<file path="src/rtl/qspi_ctrl_master.sv">
// QSPI initiator: turns single request/response transactions into cmd/addr/mode/dummy/data
// nibble sequences on the flash / RAM A / RAM B PMOD bus, with SPI clock at clk/2.
module qspi_ctrl_master #(
    parameter int ADDR_BITS = 24
) (
    input  logic                 clk,
    input  logic                 rstn,
    input  logic                 req_valid,
    output logic                 req_ready,
    input  logic [1:0]           req_dev,
    input  logic                 req_write,
    input  logic [ADDR_BITS-1:0] req_addr,
    input  logic [1:0]           req_len,
    input  logic [31:0]          req_wdata,
    output logic                 rsp_valid,
    output logic [31:0]          rsp_rdata,
    output logic                 rsp_error,
    output logic                 qspi_clk,
    output logic [3:0]           qspi_data_out,
    output logic [3:0]           qspi_data_oe,
    input  logic [3:0]           qspi_data_in,
    output logic                 qspi_flash_select,
    output logic                 qspi_ram_a_select,
    output logic                 qspi_ram_b_select
);

    typedef enum logic [1:0] {IDLE, SHIFT, DESEL, ERR} state_t;

    state_t                 state;
    logic [5:0]             nib_cnt;
    logic [5:0]             last_idx;
    logic                   flash_q;
    logic                   wr_q;
    logic [ADDR_BITS-1:0]   addr_q;
    logic [31:0]            wdata_q;
    logic [31:0]            rd_shift;
    logic [31:0]            rd_next;
    logic [4:0]             rd_pos;
    logic [4:0]             first_nib;
    logic [4:0]             next_nib;
    logic                   bad_req;

    // Returns {oe, nibble} for SPI clock index idx (0-based) of a transaction.
    function automatic logic [4:0] nib_for(input logic [5:0] idx, input logic flash,
                                           input logic wr, input logic [ADDR_BITS-1:0] addr,
                                           input logic [31:0] wdata);
        logic [5:0] a;
        logic [7:0] sh;
        logic [3:0] an;
        logic [3:0] wn;
        a  = flash ? idx : idx - 6'd2;
        sh = {a, 2'b00};
        an = 4'((addr << sh) >> (ADDR_BITS - 4));
        wn = 4'(wdata >> {idx[2:1], ~idx[0], 2'b00});
        nib_for = 5'h00;
        if (flash) begin
            if (idx < 6'd6)       nib_for = {1'b1, an};
            else if (idx == 6'd6) nib_for = 5'h1A;
            else if (idx == 6'd7) nib_for = 5'h15;
        end else begin
            if (idx == 6'd0)      nib_for = 5'h10;
            else if (idx == 6'd1) nib_for = {1'b1, wr ? 4'h2 : 4'hB};
            else if (idx < 6'd8)  nib_for = {1'b1, an};
            else if (wr)          nib_for = {1'b1, wn};
        end
    endfunction

    assign bad_req = (req_dev == 2'd3) || ((req_dev == 2'd0) && req_write);

    // Read nibble j = nib_cnt-12 lands in byte j/2, high nibble first.
    assign rd_pos = {~nib_cnt[2], nib_cnt[1], ~nib_cnt[0], 2'b00};

    always_comb begin
        rd_next = rd_shift;
        rd_next[rd_pos +: 4] = qspi_data_in;
        first_nib = nib_for(6'd0, req_dev == 2'd0, req_write, req_addr, req_wdata);
        next_nib  = nib_for(nib_cnt + 6'd1, flash_q, wr_q, addr_q, wdata_q);
    end

    always_ff @(posedge clk or negedge rstn) begin
        if (!rstn) begin
            state             <= IDLE;
            req_ready         <= 1'b1;
            rsp_valid         <= 1'b0;
            rsp_error         <= 1'b0;
            rsp_rdata         <= '0;
            qspi_clk          <= 1'b0;
            qspi_data_out     <= '0;
            qspi_data_oe      <= '0;
            qspi_flash_select <= 1'b1;
            qspi_ram_a_select <= 1'b1;
            qspi_ram_b_select <= 1'b1;
            nib_cnt           <= '0;
            last_idx          <= '0;
            flash_q           <= 1'b0;
            wr_q              <= 1'b0;
            addr_q            <= '0;
            wdata_q           <= '0;
            rd_shift          <= '0;
        end else begin
            rsp_valid <= 1'b0;
            rsp_error <= 1'b0;
            unique case (state)
                IDLE: if (req_valid) begin
                    req_ready <= 1'b0;
                    if (bad_req) begin
                        state     <= ERR;
                        rsp_valid <= 1'b1;
                        rsp_error <= 1'b1;
                        rsp_rdata <= '0;
                    end else begin
                        state             <= SHIFT;
                        flash_q           <= (req_dev == 2'd0);
                        wr_q              <= req_write;
                        addr_q            <= req_addr;
                        wdata_q           <= req_wdata;
                        nib_cnt           <= '0;
                        last_idx          <= (req_write ? 6'd9 : 6'd13) + {3'b000, req_len, 1'b0};
                        rd_shift          <= '0;
                        qspi_clk          <= 1'b0;
                        qspi_flash_select <= (req_dev != 2'd0);
                        qspi_ram_a_select <= (req_dev != 2'd1);
                        qspi_ram_b_select <= (req_dev != 2'd2);
                        qspi_data_oe      <= {4{first_nib[4]}};
                        qspi_data_out     <= first_nib[3:0];
                    end
                end
                SHIFT: if (!qspi_clk) begin
                    qspi_clk <= 1'b1;
                end else begin
                    if (!wr_q && nib_cnt >= 6'd12) rd_shift <= rd_next;
                    if (nib_cnt == last_idx) begin
                        state             <= DESEL;
                        qspi_clk          <= 1'b0;
                        qspi_flash_select <= 1'b1;
                        qspi_ram_a_select <= 1'b1;
                        qspi_ram_b_select <= 1'b1;
                        qspi_data_oe      <= '0;
                        qspi_data_out     <= '0;
                        rsp_valid         <= 1'b1;
                        rsp_rdata         <= wr_q ? '0 : rd_next;
                    end else begin
                        nib_cnt       <= nib_cnt + 6'd1;
                        qspi_clk      <= 1'b0;
                        qspi_data_oe  <= {4{next_nib[4]}};
                        qspi_data_out <= next_nib[3:0];
                    end
                end
                DESEL, ERR: begin
                    state     <= IDLE;
                    req_ready <= 1'b1;
                end
                default: state <= IDLE;
            endcase
        end
    end

endmodule

</file>
<file path="config.mk">
export PLATFORM = sky130hd
export DESIGN_NAME = qspi_ctrl_master
export DESIGN_NICKNAME = d
export VERILOG_FILES = /design/src/rtl/qspi_ctrl_master.sv
export SDC_FILE = /design/constraint.sdc
export NUM_CORES = 1
export LEC_CHECK = 0
export ABC_AREA = 1
export BUFFER_PORTS_ARGS = -buffer_cell sky130_fd_sc_hd__buf_2
export CORE_MARGIN = 4
export CORE_UTILIZATION = 50
export CTS_CLUSTER_DIAMETER = 50
export DETAILED_ROUTE_END_ITERATION = 16
export PLACE_DENSITY_LB_ADDON = 0.1
export SLEW_MARGIN = 25
export SYNTH_ARGS = -nofsm -noshare
export SYNTH_HDL_FRONTEND = slang
export SYNTH_SLANG_ARGS = --single-unit
export TNS_END_PERCENT = 100
</file>
<file path="constraint.sdc">
create_clock -name clk -period 6.5 [get_ports clk]
set_input_delay 0.65 -clock clk [delete_from_list [all_inputs] [get_ports clk]]
set_output_delay 0.65 -clock clk [all_outputs]
set_load 0.05 [all_outputs]
</file>
### Word-level counts from Yosys, hierarchy flattened

Cells that the tools add are included.

* add/sub/neg operators: 4
* $lt $le $gt $ge: 3
* equal/unequal tests: 17
* shift operators: 5
* multiplexer cells: 68
* bitwise logic cells: 4
* reductions and logical operators: 20

Operators by type and width (count)
* $mux 32: 9
* $pmux 32 s2: 2
* $shl 24x8->24: 2
* $mux 4: 10
* $mux 5: 8
* $mux 6: 6
* $bwmux 32: 1
* $shift 4x7->32 const A: 1
* $shiftx 4x7->32: 1
* $shr 32x5->4: 1
* $reduce_and 5->1: 4
* $mux 1: 17
* $ne 2x2->1 const B: 8
* $pmux 4 s2: 2
* $eq 6x3->1 const B: 2
* $pmux 1 s2: 6
* $pmux 6 s2: 1
* $reduce_and 3->1: 3
* $mux 2: 4
* $neg 5->7: 1
* $add 6x1->6 const B: 1
* $eq 2x2->1 const B: 3
* $eq 6x1->1 const B: 1
* $eq 6x6->1: 1
* other kinds (19): 26

* flip-flop bits (word level): 151
* input bits: 68
* output and inout port bits: 47
* logic and storage cells: 139

### Logic depth before layout (Yosys ltp)

Gate-level depths: netlist of run 1.

* depth in word-level cells: 11
* mapped depth: 19
* depth with buffers taken out: 18

### Worst setup path before layout of run 1

Ideal clock, no wire load.

* path kind: flip-flop to flip-flop
* start point: register nib_cnt[0]
* end point: register qspi_data_out[1]
* library setup time: 0.073 ns
* arrival time: 2.337 ns
* required time: 6.427 ns
* path slack: 4.090 ns
* cell stages (with the launch flop): 18
* buffers on the path: 2
* clock period less this slack: 2.410 ns
* cells stage by stage: dfrtp_1 -> inv_2 -> buf_2 -> ha_1 -> buf_4 -> inv_2 -> ha_1 -> nand2_2 -> nand2_1 -> nor2_1 -> nand2_1 -> nand2_1 -> nand2_2 -> nor2_8 -> nand2_1 -> a21oi_1 -> nand2_1 -> a21oi_2

* cells in the longest elaborated chain, start to end: 11
* elaborated cells on any way between the ends: 22
* classes of those cells: add/sub: 2; order compare: 2; eq/ne: 3; shift: 2; mux: 11; bitwise: 1; reduce/logical: 1

Ends and longest elaborated chain
* start: declaration: line 30 `logic [5:0] nib_cnt;`
* start signal: assignment: line 143 `nib_cnt <= nib_cnt + 6'd1;`
* $add 6x1->6: line 77 `next_nib = nib_for(nib_cnt + 6'd1, flash_q, wr_q, addr_q, wdata_q);`
* $sub 6x2->6 / $not 1->1 (equally long branches): line 51, 54
* $mux 6 / $shr 32x5->4 (equally long branches): line 51, 54
* $shl 24x8->24 / $mux 5 (equally long branches): line 53, 64
* $mux 5: line 63 `else if (idx < 6'd8) nib_for = {1'b1, an};`
* $mux 5: line 62 `else if (idx == 6'd1) nib_for = {1'b1, wr ? 4'h2 : 4'hB};`
* $mux 5: line 61 `if (idx == 6'd0) nib_for = 5'h10;`
* $mux 5: line 56 `if (flash) begin`
* $mux 4 (*): line 132 `if (nib_cnt == last_idx) begin`
* $mux 4 (*): line 128 `SHIFT: if (!qspi_clk) begin`
* $pmux 4 s2 (*): line 103 `unique case (state)`
* end signal: assignment: line 125 `qspi_data_out <= first_nib[3:0];`
* end signal: assignment: line 146 `qspi_data_out <= next_nib[3:0];`
* end: declaration: line 19 `output logic [3:0] qspi_data_out,`

Mark *: on every way between the ends. The rest lies on a longest branch, timed or not. The select of a mux whose other input is x is not followed.
A chain may end at the register's enable or synchronous reset.

### Final worst setup path of run 1

* start point: register nib_cnt[0]
* end point: register qspi_data_out[0]

The elaborated chain is that of the path after synthesis.

==> results of run 1 <==
==> final cells by class <==
cell class                 count  area [um2]  area share
clock buffer                  22         474      0.0540
multi-input combinational    650        3240       0.369
clock inverter                 9         151      0.0172
inverter                     102         388      0.0441
tap                          184         230      0.0262
sequential                   147        3680       0.419
timing repair buffer         120         622      0.0707
==> state kept, by name (all words and copies together) (netlist names), 2 cells and up <==
name and cells:
rd_shift 32, nib_cnt 6, state 2, last_idx 5, addr_q 24, wdata_q 32
rsp_rdata 32, qspi_data_out 4
==> stage by stage <==
stage          setup slack (ps)  cell area (um2)  total power, uW  hold slack, ps  cells
2_1_floorplan              4090             7600             3220             354    949
3_3_place_gp               3010             8160             3650             454   1203
3_5_place_dp               2970             8160             3680             455   1203
4_1_cts                    2940             8790             4740             285   1234
5_1_grt                    2540             8790             5080             321   1234
6_report                   2920             8790             4710             251   1234
==> synth_stat cells (2+ instances only) <==
library cell,instances
inv_2,12
nor2_4,4
dfstp_2,4
nand2_2,15
xor2_1,2
a21oi_1,31
a41oi_1,2
dfrtp_1,143
nor3_4,2
clkbuf_1,21
nor3_1,3
buf_1,2
nand4_2,3
nand4_1,2
buf_2,8
ha_1,9
a211oi_1,21
o21ai_1,39
nand2_1,265
inv_4,2
nand3_1,54
o211ai_1,8
nor2_8,2
o22ai_1,5
nand3_2,2
o21a_1,2
a21oi_2,4
nor3_2,3
o21ai_0,106
nor2_1,51
nor2_2,4
inv_1,86
buf_6,7
clkinv_1,2
buf_4,12
nand2_4,3
==> cell families (layout without fill, tap and decap cells) <==
group,after synthesis,after routing,share of synthesized area
xor+xnor,2,2,0.00230
buf+inv,152,253,0.0899
fa+ha+maj,9,9,0.0148
flops,147,147,0.485
compound gates,223,223,0.164
simple gates,416,416,0.245
==> worst max-delay path by stage <==
stage,startpoint,to
2_1_floorplan,nib_cnt[0],qspi_data_out[1]
3_3_place_gp,nib_cnt[0],qspi_data_out[0]
3_5_place_dp,nib_cnt[0],qspi_data_out[0]
4_1_cts,nib_cnt[0],qspi_data_out[0]
5_1_grt,nib_cnt[0],qspi_data_out[1]
6_report,nib_cnt[0],qspi_data_out[0]
==> layer usage <==
layer,wire (um),up-vias,share of wire
met5,0,-,0
met4,301,0,0.017
met3,858,27,0.048
met2,7610,155,0.43
met1,9090,2979,0.51
li1,-,3255,-
==> where the power goes <==
group / internal (uW) / switching, uW / total (uW) / leakage [uW]
sequential: 1270 / 174 / 1450 / 0.00188
combinational: 644 / 1570 / 2220 / 0.00219
clock: 670 / 375 / 1040 / 0.000306
==> results.toml, run 1 <==
[route]
wirelength_um = 17900
antenna_left = 0
wl_per_cell_um = 14.5
drt_first_pass_iters = 7
vias = 6416
drc = 0
initialDrtViolationCount = 557
routed_via_density = 5.20

[status]
status = "finished, final reports clean"

[synthesis]
ys_ff_latch = 147
avgSynthCellArea_um2 = 8.01
mappedNetlistArea_um2 = 7600
synthArstFlopShare = 1.00
synth_area_leader_cell = "dfrtp_1"
synth_cell_type_count = 44
synth-seq-area-share = 0.485
syn_nets = 1026
synth_area_leaders = "dfrtp_1 (47%), nand2_1 (13%), o21ai_0 (7.0%)"
synthFlopType = "dfrtp_1"
synth_top_area_frac = 0.471
ys_warn_count = 0
synthesis.instances = 949
synth_edf_count = 0

[grt]
globalRouteMet2Util = 0.300
grt_use_met3 = 0.0443
grt_pass1_vias = 6017
globalRouteOverflowTotal = 0
grt_busiest_layer = "met1"
grt_pass1_wl_um = 30200
track_usage = 0.211
gr-usage-met1 = 0.323
grt_max_degree = 82
antenna_found_initial = 0

[worst_setup_path]
slowest_stage = "ha_1"
cp.depth = 18
reg2reg_slack_ps = 2920
setup.worst_path.class = "reg2reg"
arrival_ps = 3930
slowest_delay_ps = 820
critPathTopFamily = "adder cells"
ff2ff_path_depth = 18
cpMostUsedCell = "nand2_1"
critPathBufInv = 3
critPathRequiredTime_ps = 6850
endpoint_kind = "flop"
regToRegStartpoint = "nib_cnt[0]"
crit_chain = "buf_4, inv_2, ha_1, inv_2, ha_1, nand2_2, nand2_1, nor2_1, nand2_1, nand2_1, nand2_2, nor2_8, nand3_1, nand2_1, nand2_1, nand2_1, nand2_1, a21oi_2"
critPathMaxFanout = 61
cp-start-kind = "flop"
rr_endpoint = "qspi_data_out[0]"

[layout]
filler_cell_count = 1356
drive_gt1_frac = 0.203
layout_commonest_cell = "nand2_1"
area_delta_synth_final_pct = 15.6
diodes = 0
final_nets = 1115
mostFrequentLayoutCells = "nand2_1 (265), dfrtp_1 (142), buf_2 (113)"
final_util = 0.598

[sta]
post-route-min-period_ps = 3580
final_hold_viol_count = 0
rsz0062_at_grt = "no"
fin_crit_sh = 0.551
worst_pin_slew_ps = 972
setup_viol = 0
fin_skew_ps = 6.74
fin_setup_tns_ps = 0
maxSlewViolCount = 0
max_freq_ghz = 0.279
slew_headroom = 0.351

[floorplanning]
dieArea_um2 = 17200
core_um2 = 14700
start_util = 0.517
rows = 44
die_x_um = 131
io_pins = 115
die_h_um = 131

[power]
p_leak_uw = 0.00437
power.density_nw_per_um2 = 536
peakVddDrop_mv = 0.269

[worst_hold_path]
min_path_type = "in2async"

[cts]
tritoncts = "done"
numCtsBuffers = 17
htree_levels = 4
root_buffer = "clkbuf_16"
clk_path_buf_depth = 2
post_cts_buffers = 0
cts_hold_buffers = 0
post_cts_resized = 0
clock-sinks = 147
clock_latency_ps = 430
clk_pin_slew_worst_paths_ps = 60

[placement]
dp_hpwl_um = 12000
routabilityCongestion = 0.859
port_buffers = 114

[run]
max-cap-violations = 0
Power figures use the tool's default switching activity.
==> inputs of run 2 (changes only) <==
clock period = 3 ns   (was 6.5 ns; I/O delays follow)
==> run 2 against run 1 <==
Worst hold slack worse by 190 ps. Largest power group unchanged. Clock skew rose by 10 ps. Sequential cell count did not move. Sequential share of layout area decreased by 0.34 points. Core utilization rose by 0.49 points. Clock power grew 110%. Combinational power increased by 120%. Design area up 0.81%. Final cell count up 0.73%.
==> results.toml, run 2 (same netlist as run 1, synthesis figures left out) <==
[worst_setup_path]
crit_chain = "inv_2, ha_1, buf_4, ha_1, nand2_1, o21ai_2, nor2_2, nand2_1, nand2_1, nand3_1, nand2_1, nand2_1, nand2_1, nand2_1, a21oi_2"
ff2ff_path_depth = 15
endpoint = "qspi_data_out[0]"
cp-start-kind = "flop"
slowest_delay_ps = 550
critPathMaxFanout = 15
arrival_ps = 2950
critPathRequiredTime_ps = 3370
regToRegStartpoint = "nib_cnt[0]"
endpoint_kind = "flop"
reg2reg_slack_ps = 420
rr_endpoint = "qspi_data_out[0]"
startpoint = "nib_cnt[0]"
setup.worst_path.class = "reg2reg"
cpMostUsedCell = "nand2_1"
slowest_stage = "dfrtp_2"

[status]
status = "finished, final reports clean"

[cts]
root_buffer = "clkbuf_16"
numCtsBuffers = 17
clk_pin_slew_worst_paths_ps = 60
post_cts_resized = 0
clock-sinks = 147
clock_latency_ps = 440
clk_path_buf_depth = 2
htree_levels = 4
tritoncts = "done"
post_cts_buffers = 0

[sta]
hold_slack_ps = 60.6
fin_skew_ps = 16.9
slew_headroom = 0.538
worst_pin_slew_ps = 693
max_freq_ghz = 0.387
maxSlewViolCount = 0
post-route-min-period_ps = 2580
final_hold_viol_count = 0
rsz0062_at_grt = "no"
fin_crit_sh = 0.860
setup_viol = 0
fin_setup_tns_ps = 0
worst_slack_ps = 419

[layout]
seqCellArea_um2 = 3680
drive_gt1_frac = 0.210
largest_registers = "rd_shift (32), rsp_rdata (32), wdata_q (32)"
area_delta_synth_final_pct = 16.6
layout.cells.non_filler = 1243
final_util = 0.603
filler_cell_count = 1348
final_nets = 1123
layout_commonest_cell = "nand2_1"
mostFrequentLayoutCells = "nand2_1 (265), dfrtp_1 (142), buf_2 (113)"
diodes = 0
multi_input_area_um2 = 3240

[floorplanning]
core_um2 = 14700
die_x_um = 131
rows = 44
start_util = 0.517
io_pins = 115
die_h_um = 131
dieArea_um2 = 17200

[grt]
track_usage = 0.220
globalRouteOverflowTotal = 0
grt_max_degree = 100
globalRouteMet2Util = 0.326
antenna_found_initial = 0
gr-usage-met1 = 0.328
grt_pass1_vias = 6223
grt_busiest_layer = "met1"
grt_use_met3 = 0.0405
grt_pass1_wl_um = 31300

[placement]
routabilityCongestion = 0.896
port_buffers = 114
dp_hpwl_um = 12600
dp_slack_ps = 397
dp_cells = 1210

[power]
power_frac_seq = 0.311
p_sw_uw = 4630
p_leak_uw = 0.00441
power.density_nw_per_um2 = 1150
pwr-share-comb = 0.477
power.clock.fraction = 0.212
peakVddDrop_mv = 0.634
p_int_uw = 5570
sw_frac_of_total = 0.454

[route]
wirelength_um = 18400
routed_via_density = 5.21
drt_first_pass_iters = 5
vias = 6471
antenna_left = 0
drc = 0
initialDrtViolationCount = 483
wl_per_cell_um = 14.8

[run]
max-cap-violations = 0

[worst_hold_path]
min_path_type = "in2reg"
==> run 2: layout make-up <==
class / instances / area share
sequential: 147 / 0.416
multi-input combinational: 650 / 0.366
timing repair buffer: 128 / 0.0801
clock buffer: 24 / 0.0578
inverter: 102 / 0.0438
tap: 184 / 0.0260
clock inverter: 8 / 0.0110
==> run 2: worst min path at each step <==
stage / endpoint / start / depth (start not counted)
2_1_floorplan: addr_q[0] / rstn / 0
3_3_place_gp: addr_q[14] / rstn / 1
3_5_place_dp: addr_q[14] / rstn / 1
4_1_cts: addr_q[14] / req_addr[14] / 3
5_1_grt: addr_q[13] / req_addr[13] / 3
6_report: addr_q[14] / req_addr[14] / 3
==> run 2: metrics by stage <==
stage               area, um2  power [uW]
global placement         8240        8010
detailed placement       8240        8060
finish                   8860       10200
floorplan                7600        6970
global route             8860       11000
CTS                      8860       10300
==> run 2: layer usage <==
| metal | vias up | part of all wire |
|---|---|---|
| met2 | 153 | 0.44 |
| met3 | 18 | 0.048 |
| met1 | 3016 | 0.49 |
| li1 | 3284 | - |
| met4 | 0 | 0.015 |
| met5 | - | 0 |
==> run 2: power groups by stage <==
stage	clock, uW	combinational, uW	sequential [uW]
global route	2290	5430	3270
global placement	0	4830	3180
CTS	2200	4900	3170
floorplan	0	3250	3720
detailed placement	0	4860	3200
finish	2170	4860	3170
==> run 2: repair_timing <==
| item | 4_1_cts | 5_1_grt |
|---|---|---|
| hold buffers | 1 | 0 |
| endpoints found under the hold margin | 72 | 0 |
| endpoints found under the setup margin | 0 | 0 |
==> run 2: worst max-delay path, delay by kind of cell, from the launching register on <==
kind	cells	cell delay, ps
AOI/OAI and AO/OA	2	220
adders and majority gates	2	680
buffers and inverters	2	390
DFF	1	550
and+or+nand+nor	9	690
==> inputs of run 3 (changes only) <==
CTS_BUF_LIST = sky130_fd_sc_hd__clkbuf_16   (was not set)
==> run 3 against run 2 <==
Clock skew fell by 9.8 ps. Design area decreased by 0.68%. Setup slack lost 12 ps. Clock power down 8%. Power decreased by 1.7%.
==> results.toml, run 3 (same netlist as run 1, synthesis figures left out) <==
[placement]
dp_cells = 1210
port_buffers = 114
routabilityCongestion = 0.896
placed_area_um2 = 8240
dp_hpwl_um = 12600

[route]
wl_per_cell_um = 14.7
routed_via_density = 5.20
initialDrtViolationCount = 474
wl_met3_um = 881
drt_first_pass_iters = 5
wirelength_um = 18300
drc = 0
vias = 6459
wl_met1_um = 9000
dr.max_layer_used = "met4"
route.met2.wl_um = 8110
antenna_left = 0

[layout]
layout.cells.non_filler = 1243
drive_gt1_frac = 0.204
diodes = 0
layout_commonest_cell = "nand2_1"
largest_registers = "rd_shift (32), rsp_rdata (32), wdata_q (32)"
area_delta_synth_final_pct = 15.8
fin_area_um2 = 8800
mostFrequentLayoutCells = "nand2_1 (265), dfrtp_1 (142), buf_2 (113)"
final_util = 0.599
final_nets = 1123

[grt]
antenna_found_initial = 0
grt_pass1_vias = 6231
grt_pass1_wl_um = 31200
grt_max_degree = 100
globalRouteOverflowTotal = 0
track_usage = 0.218

[sta]
fin_skew_ps = 7.11
final_hold_viol_count = 0
fin_crit_sh = 0.864
max_freq_ghz = 0.386
setup_viol = 0
maxSlewViolCount = 0
worst_pin_slew_ps = 701
post-route-min-period_ps = 2590
slew_headroom = 0.532
fin_setup_tns_ps = 0
rsz0062_at_grt = "no"

[run]
max-cap-violations = 0

[worst_setup_path]
arrival_ps = 2950
endpoint_kind = "flop"
critPathRequiredTime_ps = 3360
critPathMaxFanout = 15
cp-start-kind = "flop"
setup.worst_path.class = "reg2reg"

[floorplanning]
io_pins = 115
rows = 44
dieArea_um2 = 17200
die_x_um = 131
die_h_um = 131
start_util = 0.517
core_um2 = 14700

[cts]
root_buffer = "clkbuf_16"
clock_latency_ps = 420
htree_levels = 4
post_cts_resized = 0
tritoncts = "done"
clk_path_buf_depth = 2
clk_pin_slew_worst_paths_ps = 60
clock-sinks = 147
numCtsBuffers = 17

[status]
status = "finished, final reports clean"

[power]
power.density_nw_per_um2 = 1140
peakVddDrop_mv = 0.635
p_leak_uw = 0.00438

[worst_hold_path]
min_path_type = "in2reg"
## run 3: final cells by class
cell class | instances | area (um2)
fill | 1362 | 5900
sequential | 147 | 3680
multi-input combinational | 650 | 3240
timing repair buffer | 128 | 709
clock buffer | 17 | 425
inverter | 102 | 388
tap | 184 | 230
clock inverter | 15 | 124
## run 3: worst paths after layout
check	start	endpoint	slack, ps	depth (start not counted)
setup / recovery	nib_cnt[0]	qspi_data_out[0]	410	15
hold / removal	req_addr[14]	addr_q[14]	70	3
setup reg to reg	nib_cnt[0]	qspi_data_out[0]	410	15
hold reg to reg	addr_q[14]	addr_q[14]	470	2
max in group asynchronous	rstn	req_ready	1660	3
min in group asynchronous	rstn	addr_q[14]	440	2
## run 3: routing by layer
layer,vias up,global-route usage
met3,22,0.0394
li1,3283,-
met2,154,0.324
met4,0,0.0694
met5,-,0
met1,3000,0.327
## run 3: timing repair
item / CTS / global route
setup buffers: 0 / 0
hold buffers: 1 / 0
hold endpoints to repair: 72 / 0
## run 3: critical path, cell delays in order (launching register included)
cell,delay [ps]
dfrtp_2,550
inv_2,180
ha_1,370
buf_4,210
ha_1,310
nand2_1,90
o21ai_2,100
nor2_2,150
nand2_1,60
nand2_1,80
nand3_1,80
nand2_1,70
nand2_1,50
nand2_1,60
nand2_1,50
a21oi_2,120
## run 3: power by group
part	switching, uW	internal [uW]	total, uW
logic	3400	1460	4860
registers	410	2760	3170
clock network	799	1190	1990
total	4610	5410	10000
## run 3: through the flow
stage / hold WS (ps) / power [uW] / setup WS, ps
floorplan: 4.41 / 6970 / 590
global placement: 367 / 8010 / 464
detailed placement: 360 / 8060 / 397
CTS: 54.2 / 10100 / 390
global route: 75.8 / 10800 / 170
finish: 68.5 / 10000 / 407
